**src/rtl/optical_pkg.sv**
```systemverilog
// Shared types and line-level constants for the optical receiver.
// Latency: n/a (declarations only).
// Backpressure: n/a.
package optical_pkg;

  typedef enum logic [2:0] {
    IDLE     = 3'd0,
    START    = 3'd1,
    DATA     = 3'd2,
    PARITY   = 3'd3,
    STOP     = 3'd4,
    WAIT_LOW = 3'd5
  } rx_state_t;

  localparam logic START_BIT  = 1'b1;
  localparam logic STOP_BIT   = 1'b0;
  localparam logic IDLE_LEVEL = 1'b0;

endpackage

```
**src/rtl/din_sync.sv**
```systemverilog
// Two-flop synchroniser bringing the asynchronous optical line into clk.
// Latency: 2 clk cycles from din to sync_out.
// Backpressure: none; free-running.
module din_sync (
  input  logic clk,
  input  logic rst_n,
  input  logic din,
  output logic sync_out
);

  logic [1:0] sync_q;
  logic [1:0] sync_d;

  // Shift the raw line through the two metastability flops.
  always_comb begin
    sync_d = {sync_q[0], din};
  end

  // Synchroniser register, cleared to the idle (dark) level.
  always_ff @(posedge clk or negedge rst_n) begin
    if (!rst_n) sync_q <= 2'b00;
    else        sync_q <= sync_d;
  end

  assign sync_out = sync_q[1];

endmodule

```
**src/rtl/optical_rx.sv**
```systemverilog
// Oversampling frame receiver: start, DATA_W bits LSB first, optional even parity, stop.
// Latency: vout/perr/ferr appear 3 clk cycles after the din stop-bit midpoint.
// Backpressure: none; results are single-cycle pulses, dout holds the last good payload.
module optical_rx
  import optical_pkg::*;
#(
  parameter int DATA_W     = 8,
  parameter int OVERSAMPLE = 4,
  parameter int PARITY_EN  = 1
) (
  input  logic              clk,
  input  logic              rst_n,
  input  logic              din,
  output logic [DATA_W-1:0] dout,
  output logic              vout,
  output logic              perr,
  output logic              ferr
);

  localparam int CW = $clog2(OVERSAMPLE);
  localparam int BW = $clog2(DATA_W + 1);
  // The counter is cleared on the cycle after the edge is seen, so the
  // sample point OVERSAMPLE/2 after bit start lands on count OVERSAMPLE/2-1.
  localparam logic [CW-1:0] CYC_MID  = CW'(OVERSAMPLE / 2 - 1);
  localparam logic [CW-1:0] CYC_LAST = CW'(OVERSAMPLE - 1);
  localparam logic [BW-1:0] BIT_LAST = BW'(DATA_W - 1);

  logic              line;
  rx_state_t         state_q,     state_d;
  logic [CW-1:0]     cyc_q,       cyc_d;
  logic [BW-1:0]     bit_q,       bit_d;
  logic [DATA_W-1:0] shreg_q,     shreg_d;
  logic [DATA_W-1:0] dout_q,      dout_d;
  logic              par_err_q,   par_err_d;
  logic              line_prev_q, line_prev_d;
  logic [1:0]        settle_q,    settle_d;
  logic              armed_q,     armed_d;
  logic              vout_q,      vout_d;
  logic              perr_q,      perr_d;
  logic              ferr_q,      ferr_d;
  logic              mid;

  din_sync u_sync (
    .clk      (clk),
    .rst_n    (rst_n),
    .din      (din),
    .sync_out (line)
  );

  // Next-state, counters, shift register and result pulses.
  always_comb begin
    state_d     = state_q;
    cyc_d       = (cyc_q == CYC_LAST) ? '0 : cyc_q + 1'b1;
    bit_d       = bit_q;
    shreg_d     = shreg_q;
    dout_d      = dout_q;
    par_err_d   = par_err_q;
    line_prev_d = line;
    vout_d      = 1'b0;
    perr_d      = 1'b0;
    ferr_d      = 1'b0;
    mid         = (cyc_q == CYC_MID);

    // The synchroniser reads 0 for two cycles after reset regardless of din,
    // so only trust a low line once it has settled; until a real low is seen
    // a line that was already high cannot be mistaken for a start edge.
    settle_d = (settle_q == 2'd2) ? settle_q : settle_q + 2'd1;
    armed_d  = armed_q | ((settle_q == 2'd2) && (line == IDLE_LEVEL));

    unique case (state_q)
      IDLE: begin
        cyc_d = '0;
        if (armed_q && (line == START_BIT) && (line_prev_q == IDLE_LEVEL)) begin
          state_d   = START;
          bit_d     = '0;
          par_err_d = 1'b0;
        end
      end
      START: begin
        if (mid) state_d = (line == START_BIT) ? DATA : IDLE;
      end
      DATA: begin
        if (mid) begin
          shreg_d             = shreg_q >> 1;
          shreg_d[DATA_W-1]   = line;
          if (bit_q == BIT_LAST) begin
            bit_d   = '0;
            state_d = (PARITY_EN != 0) ? PARITY : STOP;
          end else begin
            bit_d = bit_q + 1'b1;
          end
        end
      end
      PARITY: begin
        if (mid) begin
          par_err_d = line ^ (^shreg_q);
          state_d   = STOP;
        end
      end
      STOP: begin
        if (mid) begin
          if (line == STOP_BIT) begin
            state_d = IDLE;
            if (par_err_q) begin
              perr_d = 1'b1;
            end else begin
              vout_d = 1'b1;
              dout_d = shreg_q;
            end
          end else begin
            ferr_d  = 1'b1;
            perr_d  = par_err_q;
            state_d = WAIT_LOW;
          end
        end
      end
      WAIT_LOW: begin
        if (line == IDLE_LEVEL) state_d = IDLE;
      end
      default: state_d = IDLE;
    endcase
  end

  // State and datapath registers; reset discards any partial frame.
  always_ff @(posedge clk or negedge rst_n) begin
    if (!rst_n) begin
      state_q     <= IDLE;
      cyc_q       <= '0;
      bit_q       <= '0;
      shreg_q     <= '0;
      dout_q      <= '0;
      par_err_q   <= 1'b0;
      line_prev_q <= 1'b0;
      settle_q    <= 2'd0;
      armed_q     <= 1'b0;
      vout_q      <= 1'b0;
      perr_q      <= 1'b0;
      ferr_q      <= 1'b0;
    end else begin
      state_q     <= state_d;
      cyc_q       <= cyc_d;
      bit_q       <= bit_d;
      shreg_q     <= shreg_d;
      dout_q      <= dout_d;
      par_err_q   <= par_err_d;
      line_prev_q <= line_prev_d;
      settle_q    <= settle_d;
      armed_q     <= armed_d;
      vout_q      <= vout_d;
      perr_q      <= perr_d;
      ferr_q      <= ferr_d;
    end
  end

  assign dout = dout_q;
  assign vout = vout_q;
  assign perr = perr_q;
  assign ferr = ferr_q;

endmodule

```
**config.mk**
```make
export PLATFORM = sky130hd
export DESIGN_NAME = optical_rx
export DESIGN_NICKNAME = d
export VERILOG_FILES = /design/src/rtl/optical_pkg.sv /design/src/rtl/din_sync.sv /design/src/rtl/optical_rx.sv
export SDC_FILE = /design/constraint.sdc
export NUM_CORES = 1
export LEC_CHECK = 0
export CELL_PAD_IN_SITES_DETAIL_PLACEMENT = 2
export CELL_PAD_IN_SITES_GLOBAL_PLACEMENT = 2
export CORE_MARGIN = 2
export CORE_UTILIZATION = 30
export DETAILED_ROUTE_END_ITERATION = 8
export PLACE_DENSITY_LB_ADDON = 0.1
export SYNTH_ARGS = -nofsm -noshare
export SYNTH_HDL_FRONTEND = slang
export SYNTH_HIERARCHICAL = 1
export SYNTH_SLANG_ARGS = --single-unit
```
**constraint.sdc**
```tcl
create_clock -name clk -period 1.7 [get_ports clk]
set_input_delay 0.17 -clock clk [delete_from_list [all_inputs] [get_ports clk]]
set_output_delay 0.17 -clock clk [all_outputs]
set_load 0.01 [all_outputs]
```
# Word level (Yosys, flattened, before mapping)
# Cells that the tools add are included.
[word_totals]
reg_bits = 35
latch_bits = 0
ram_bits = 0
mem_bits_ro = 0
inputBits = 3
out_inout_bits = 11
word_cells = 79
n_memories = 0
[op_classes]
add_sub_neg = 3
multipliers = 0
n_div = 0
magnitude_cmp = 0
n_eq_ne = 16
shift = 0
n_mux = 30
n_bitwise = 5
reduce_logical = 12
[ops]
columns = ["operator", "n"]
rows = [
  ["$mux W3", 8],
  ["$pmux W3 S6", 1],
  ["$ne A2 B2 Y1 const B", 7],
  ["$mux W1", 13],
  ["$mux W4", 3],
  ["$pmux W4 S2", 1],
  ["$reduce_xor A8 Y1", 1],
  ["$reduce_and A7 Y1", 1],
  ["$eq A3 B2 Y1 const B", 2],
  ["$eq A3 B3 Y1 const B", 2],
  ["$mux W2", 3],
  ["$reduce_and A3 Y1", 2],
  ["$add A2 B1 Y2 const B", 2],
  ["$add A4 B1 Y4 const B", 1],
  ["$eq A2 B2 Y1 const B", 2],
  ["$eq A4 B3 Y1 const B", 1],
  ["$reduce_and A4 Y1", 1],
  ["$reduce_bool A2 Y1", 2],
  ["$eq A3 B1 Y1 const B", 1],
  ["$logic_and A1 B1 Y1", 3],
  ["$logic_not A3 Y1", 1],
  ["$not A1 Y1", 3],
  ["$eq A2 B1 Y1 const B", 1],
  ["$pmux W1 S2", 1],
  ["other kinds (3)", 3],
]

# Longest topological paths before layout
[logic_depth]
ltp_word = 4
mapped_depth = 7
mapped_depth_nobuf = 6

# By module
# The synthesis kept the hierarchy.
[by_module_without_submodules]
columns = ["mod", "n_inst", "cells_per_inst", "area_each_um2", "seq_area_each_um2"]
rows = [
  ["optical_rx", 1, 122, 1490.2, 825.8],
  ["din_sync", 1, 2, 50.0, 50.0],
]

# Worst setup path after synthesis
# OpenSTA, ideal clock, no wires.
[synth_timing]
kind = "reg-to-reg"
startpoint = "register cyc_q[1]"
endpoint = "register shreg_q[0]"
setup_time_ns = 0.125
t_arrival_ns = 1.398
t_required_ns = 1.575
slack_ns = 0.177
path_stages_with_launch = 7
n_path_buf = 1
synth_period_minus_slack_ns = 1.523
cell_sequence = "dfrtp_1 inv_1 ha_1 and2_4 and2_1 buf_6 mux2_2"
[synth_via]
elab_chain_len = 2
[synth_lines]
columns = ["element", "line", "text"]
rows = [
  ["start: declaration", "optical_rx.sv:30", "logic [CW-1:0] cyc_q, cyc_d;"],
  ["start signal: assignment", "optical_rx.sv:141", "cyc_q <= cyc_d;"],
  ["$eq A2 B1 Y1", "optical_rx.sv:62", "mid = (cyc_q == CYC_MID);"],
  ["$reduce_and A2 Y1 (no source line)", "-", ""],
  ["end signal: assignment", "optical_rx.sv:143", "shreg_q <= shreg_d;"],
  ["end: declaration", "optical_rx.sv:32", "logic [DATA_W-1:0] shreg_q, shreg_d;"],
]
# No other way between the ends.
# A chain may end at the register's enable or synchronous reset.

# Final worst setup path
[layout_timing]
startpoint = "register cyc_q[1]"
endpoint = "register shreg_q[2]"
# Same word-level chain as after synthesis.

==> impl_metrics.ini <==
[run_status]
outcome = complete, no violations

[clocking]
htreeDepth = 2
path_clk_slew_ns = 0.07
clk_latency_ns = 0.29
cts_root_buf = clkbuf_8
cts_tree = done
clk_path_buf_depth = 2
clock_sinks = 35
cts_buffers = 5

[finish]
n_antenna_cell = 0
seqCellArea_um2 = 876
final_common_cell = dfrtp_1
final_cell_mix = dfrtp_1, mux2_2, clkdlybuf4s50_1
final_cell_area_mm2 = 0.00189
fill_cells = 534
final_cells = 219
multiInputGateArea_um2 = 618
nets = 155
area_growth_pct = 22.7
drive_gt1_share_pct = 25.5

[hold_path]
hold_path_end = u_sync/sync_q[0]$_DFF_PN0_
hold_class = in2reg
hp-start = din
holdPathStages = 1

[die]
dieHeight_um = 75.7
core-area_mm2 = 0.00504
row_count = 26
start_util_pct = 30.5
die_w_um = 75.7
ios = 14
die_area_mm2 = 0.00572

[power]
powerDensity_mw_per_mm2 = 1310
p_clk_share_pct = 24.0
leakage_uw = 0.000884
switching_power_uw = 807
vdd_drop_max_v = 0.000638
p_int_uw = 1670
switching_share_pct = 32.5
power_frac_comb_pct = 31.2
pwr-share-seq_pct = 44.8

[global_routing]
grt_max_degree = 15
use_met2_pct = 20.7
grt_overflow = 0
met3_usage_pct = 3.31
busiest_layer = met2
grt_antenna_before_repair = 0
grt_pass1_vias = 1104
grt_use_total_pct = 12.9
grt_pass1_wl_um = 5360
grtUsageMet1_pct = 16.6

[sta]
fin_crit_sh_pct = 93.9
relSlewSlack_pct = 75.7
rsz0062_at_grt = false
tightest_slew_ns = 0.365
timing.fmax_mhz = 627
setup_viol = 0
period_needed_ns = 1.60
hold_viol_final = 0
fin_skew_ns = 0.0103
setup-tns-final_ns = 0
maxSlewViolCount = 0

[synthesis]
ys_types = 35
synthTopCellsByArea = dfrtp_1, mux2_2, xnor2_1, ha_1, nand2_1
synth_fp_nets = 131
synthesis.area_mm2 = 0.00154
yosys.area.top_type_share_pct = 56.9
syn_inst = 124
synth.avg_cell_area_um2 = 12.4
yosys.area.top_type = dfrtp_1
synth_warnings = 6
yosysSeqAreaShare_pct = 56.9
ys_ff_latch = 35

[setup_path]
r2r-end = shreg_q[2]$_DFFE_PN0P_
rr_worst_depth = 6
cp_max_fo = 8
reg2reg_slack_ns = 0.10
crit_arrival_ns = 1.76
crit_type = reg2reg
start_kind = flop
crit_required_ns = 1.87
reg2reg_from = cyc_q[1]$_DFF_PN0_
critPathCaptureType = flop

[route]
ant_nets = 0
drt_wl_total_um = 3170
drt-initial-drc-count = 13
route.detailed.drc = 0
detailedRoute.firstPassIterationCount = 2
viasPerCell = 4.56
wl_per_cell_um = 14.5
vias = 999

[placement]
gp_congestion = 0.737
portBuffers = 13
dp_hpwl_um = 2400
place_area_mm2 = 0.00179
place_inst = 210

[run]
cap_violations = 0
[worst max-delay path by stage]
stage / from / slack, ns / endpoint / depth (start not counted)
finish: cyc_q[1]$_DFF_PN0_ / 0.10 / shreg_q[2]$_DFFE_PN0P_ / 6
floorplan: cyc_q[1]$_DFF_PN0_ / 0.18 / shreg_q[0]$_DFFE_PN0P_ / 6
detailed placement: cyc_q[1]$_DFF_PN0_ / 0.04 / shreg_q[2]$_DFFE_PN0P_ / 6
CTS: cyc_q[1]$_DFF_PN0_ / 0.02 / shreg_q[2]$_DFFE_PN0P_ / 6
global placement: cyc_q[1]$_DFF_PN0_ / 0.11 / shreg_q[3]$_DFFE_PN0P_ / 6
global route: cyc_q[1]$_DFF_PN0_ / 0.02 / shreg_q[2]$_DFFE_PN0P_ / 6
[worst max-delay path: stages (launching register included)]
cell     delay, ns
dfrtp_1       0.39
inv_1         0.06
ha_1          0.20
and2_4        0.18
and2_2        0.19
buf_12        0.13
mux2_2        0.34
[power by group through the flow]
stage	Combinational, uW	Sequential [uW]	Clock (uW)
after floorplan	588	1080	0
after global placement	754	1130	0
after detailed placement	786	1140	0
after CTS	797	1120	624
after global routing	882	1140	661
final	775	1110	594
[Yosys cell counts]
master,number
ha_1,4
and2_4,1
a21oi_1,1
a221o_1,1
inv_1,5
and4bb_2,1
buf_6,1
o21ai_2,1
nor2_1,6
nor3_2,1
o21ai_1,2
nand2_2,1
and3_1,1
nor4_1,1
and2_1,2
a22o_1,1
nor2b_1,4
nand3_1,2
xor2_1,1
dfrtp_1,35
nand2_1,9
buf_2,2
xnor2_1,6
buf_4,1
xnor3_1,1
nand3b_1,1
mux2i_1,2
nand2b_1,1
nor3_1,3
o22ai_1,1
a21o_1,1
nand4_1,1
o21bai_1,1
mux2_2,16
o21ai_0,6
[through the flow]
| step | worst slack, ns | util (%) | total power, uW | hold slack (ns) |
|---|---|---|---|---|
| floorplan | 0.177 | - | 1670 | -0.126 |
| global placement | 0.107 | 35.5 | 1880 | 0.0952 |
| detailed placement | 0.0367 | 35.5 | 1920 | 0.0979 |
| CTS | 0.0228 | 37.4 | 2540 | 0.315 |
| global route | 0.0178 | 37.5 | 2680 | 0.322 |
| finish | 0.104 | 37.5 | 2480 | 0.325 |
[kinds of logic after synthesis]
group,after synthesis,share of synthesized area (%)
AND/OR/NAND/NOR,35,12.3
AO/OA/AOI/OAI,15,6.09
adder cells (fa/ha/maj),4,3.25
multiplexers,18,13.0
flip-flops,35,56.9
XOR/XNOR,8,5.44
buffers and inverters,9,3.09
[registers in the layout, summed over array words and instances (netlist names)]
| name | count |
|---|---|
| dout | 8 |
| shreg_q | 8 |
| bit_q | 4 |
| state_q | 3 |
| cyc_q | 2 |
| settle_q | 2 |
| u_sync/sync_q | 2 |
| armed_q | 1 |
| ferr | 1 |
| line_prev_q | 1 |
| par_err_q | 1 |
| perr | 1 |
| vout | 1 |
[layer usage]
layer | wire length [um] | vias to the layer above
li1 | - | 472
met1 | 1440 | 510
met2 | 1620 | 13
met3 | 79 | 4
met4 | 36 | 0
met5 | 0 | -
[cell type report]
cell class	count	area share, %
clock buffer	5	3.64
clock inverter	3	1.06
inverter	5	0.993
multi-input combinational	80	32.7
sequential	35	46.4
tap	70	4.64
timing repair buffer	21	10.6
[what timing repair did]
action | CTS | global route
buffers inserted | 0 | 0
setup endpoints to repair | 0 | 8
hold buffers | 1 | 0
resized for setup | 0 | 1
endpoints found under the hold margin | 12 | 0
No activity file was read; power rests on OpenSTA's default activity.
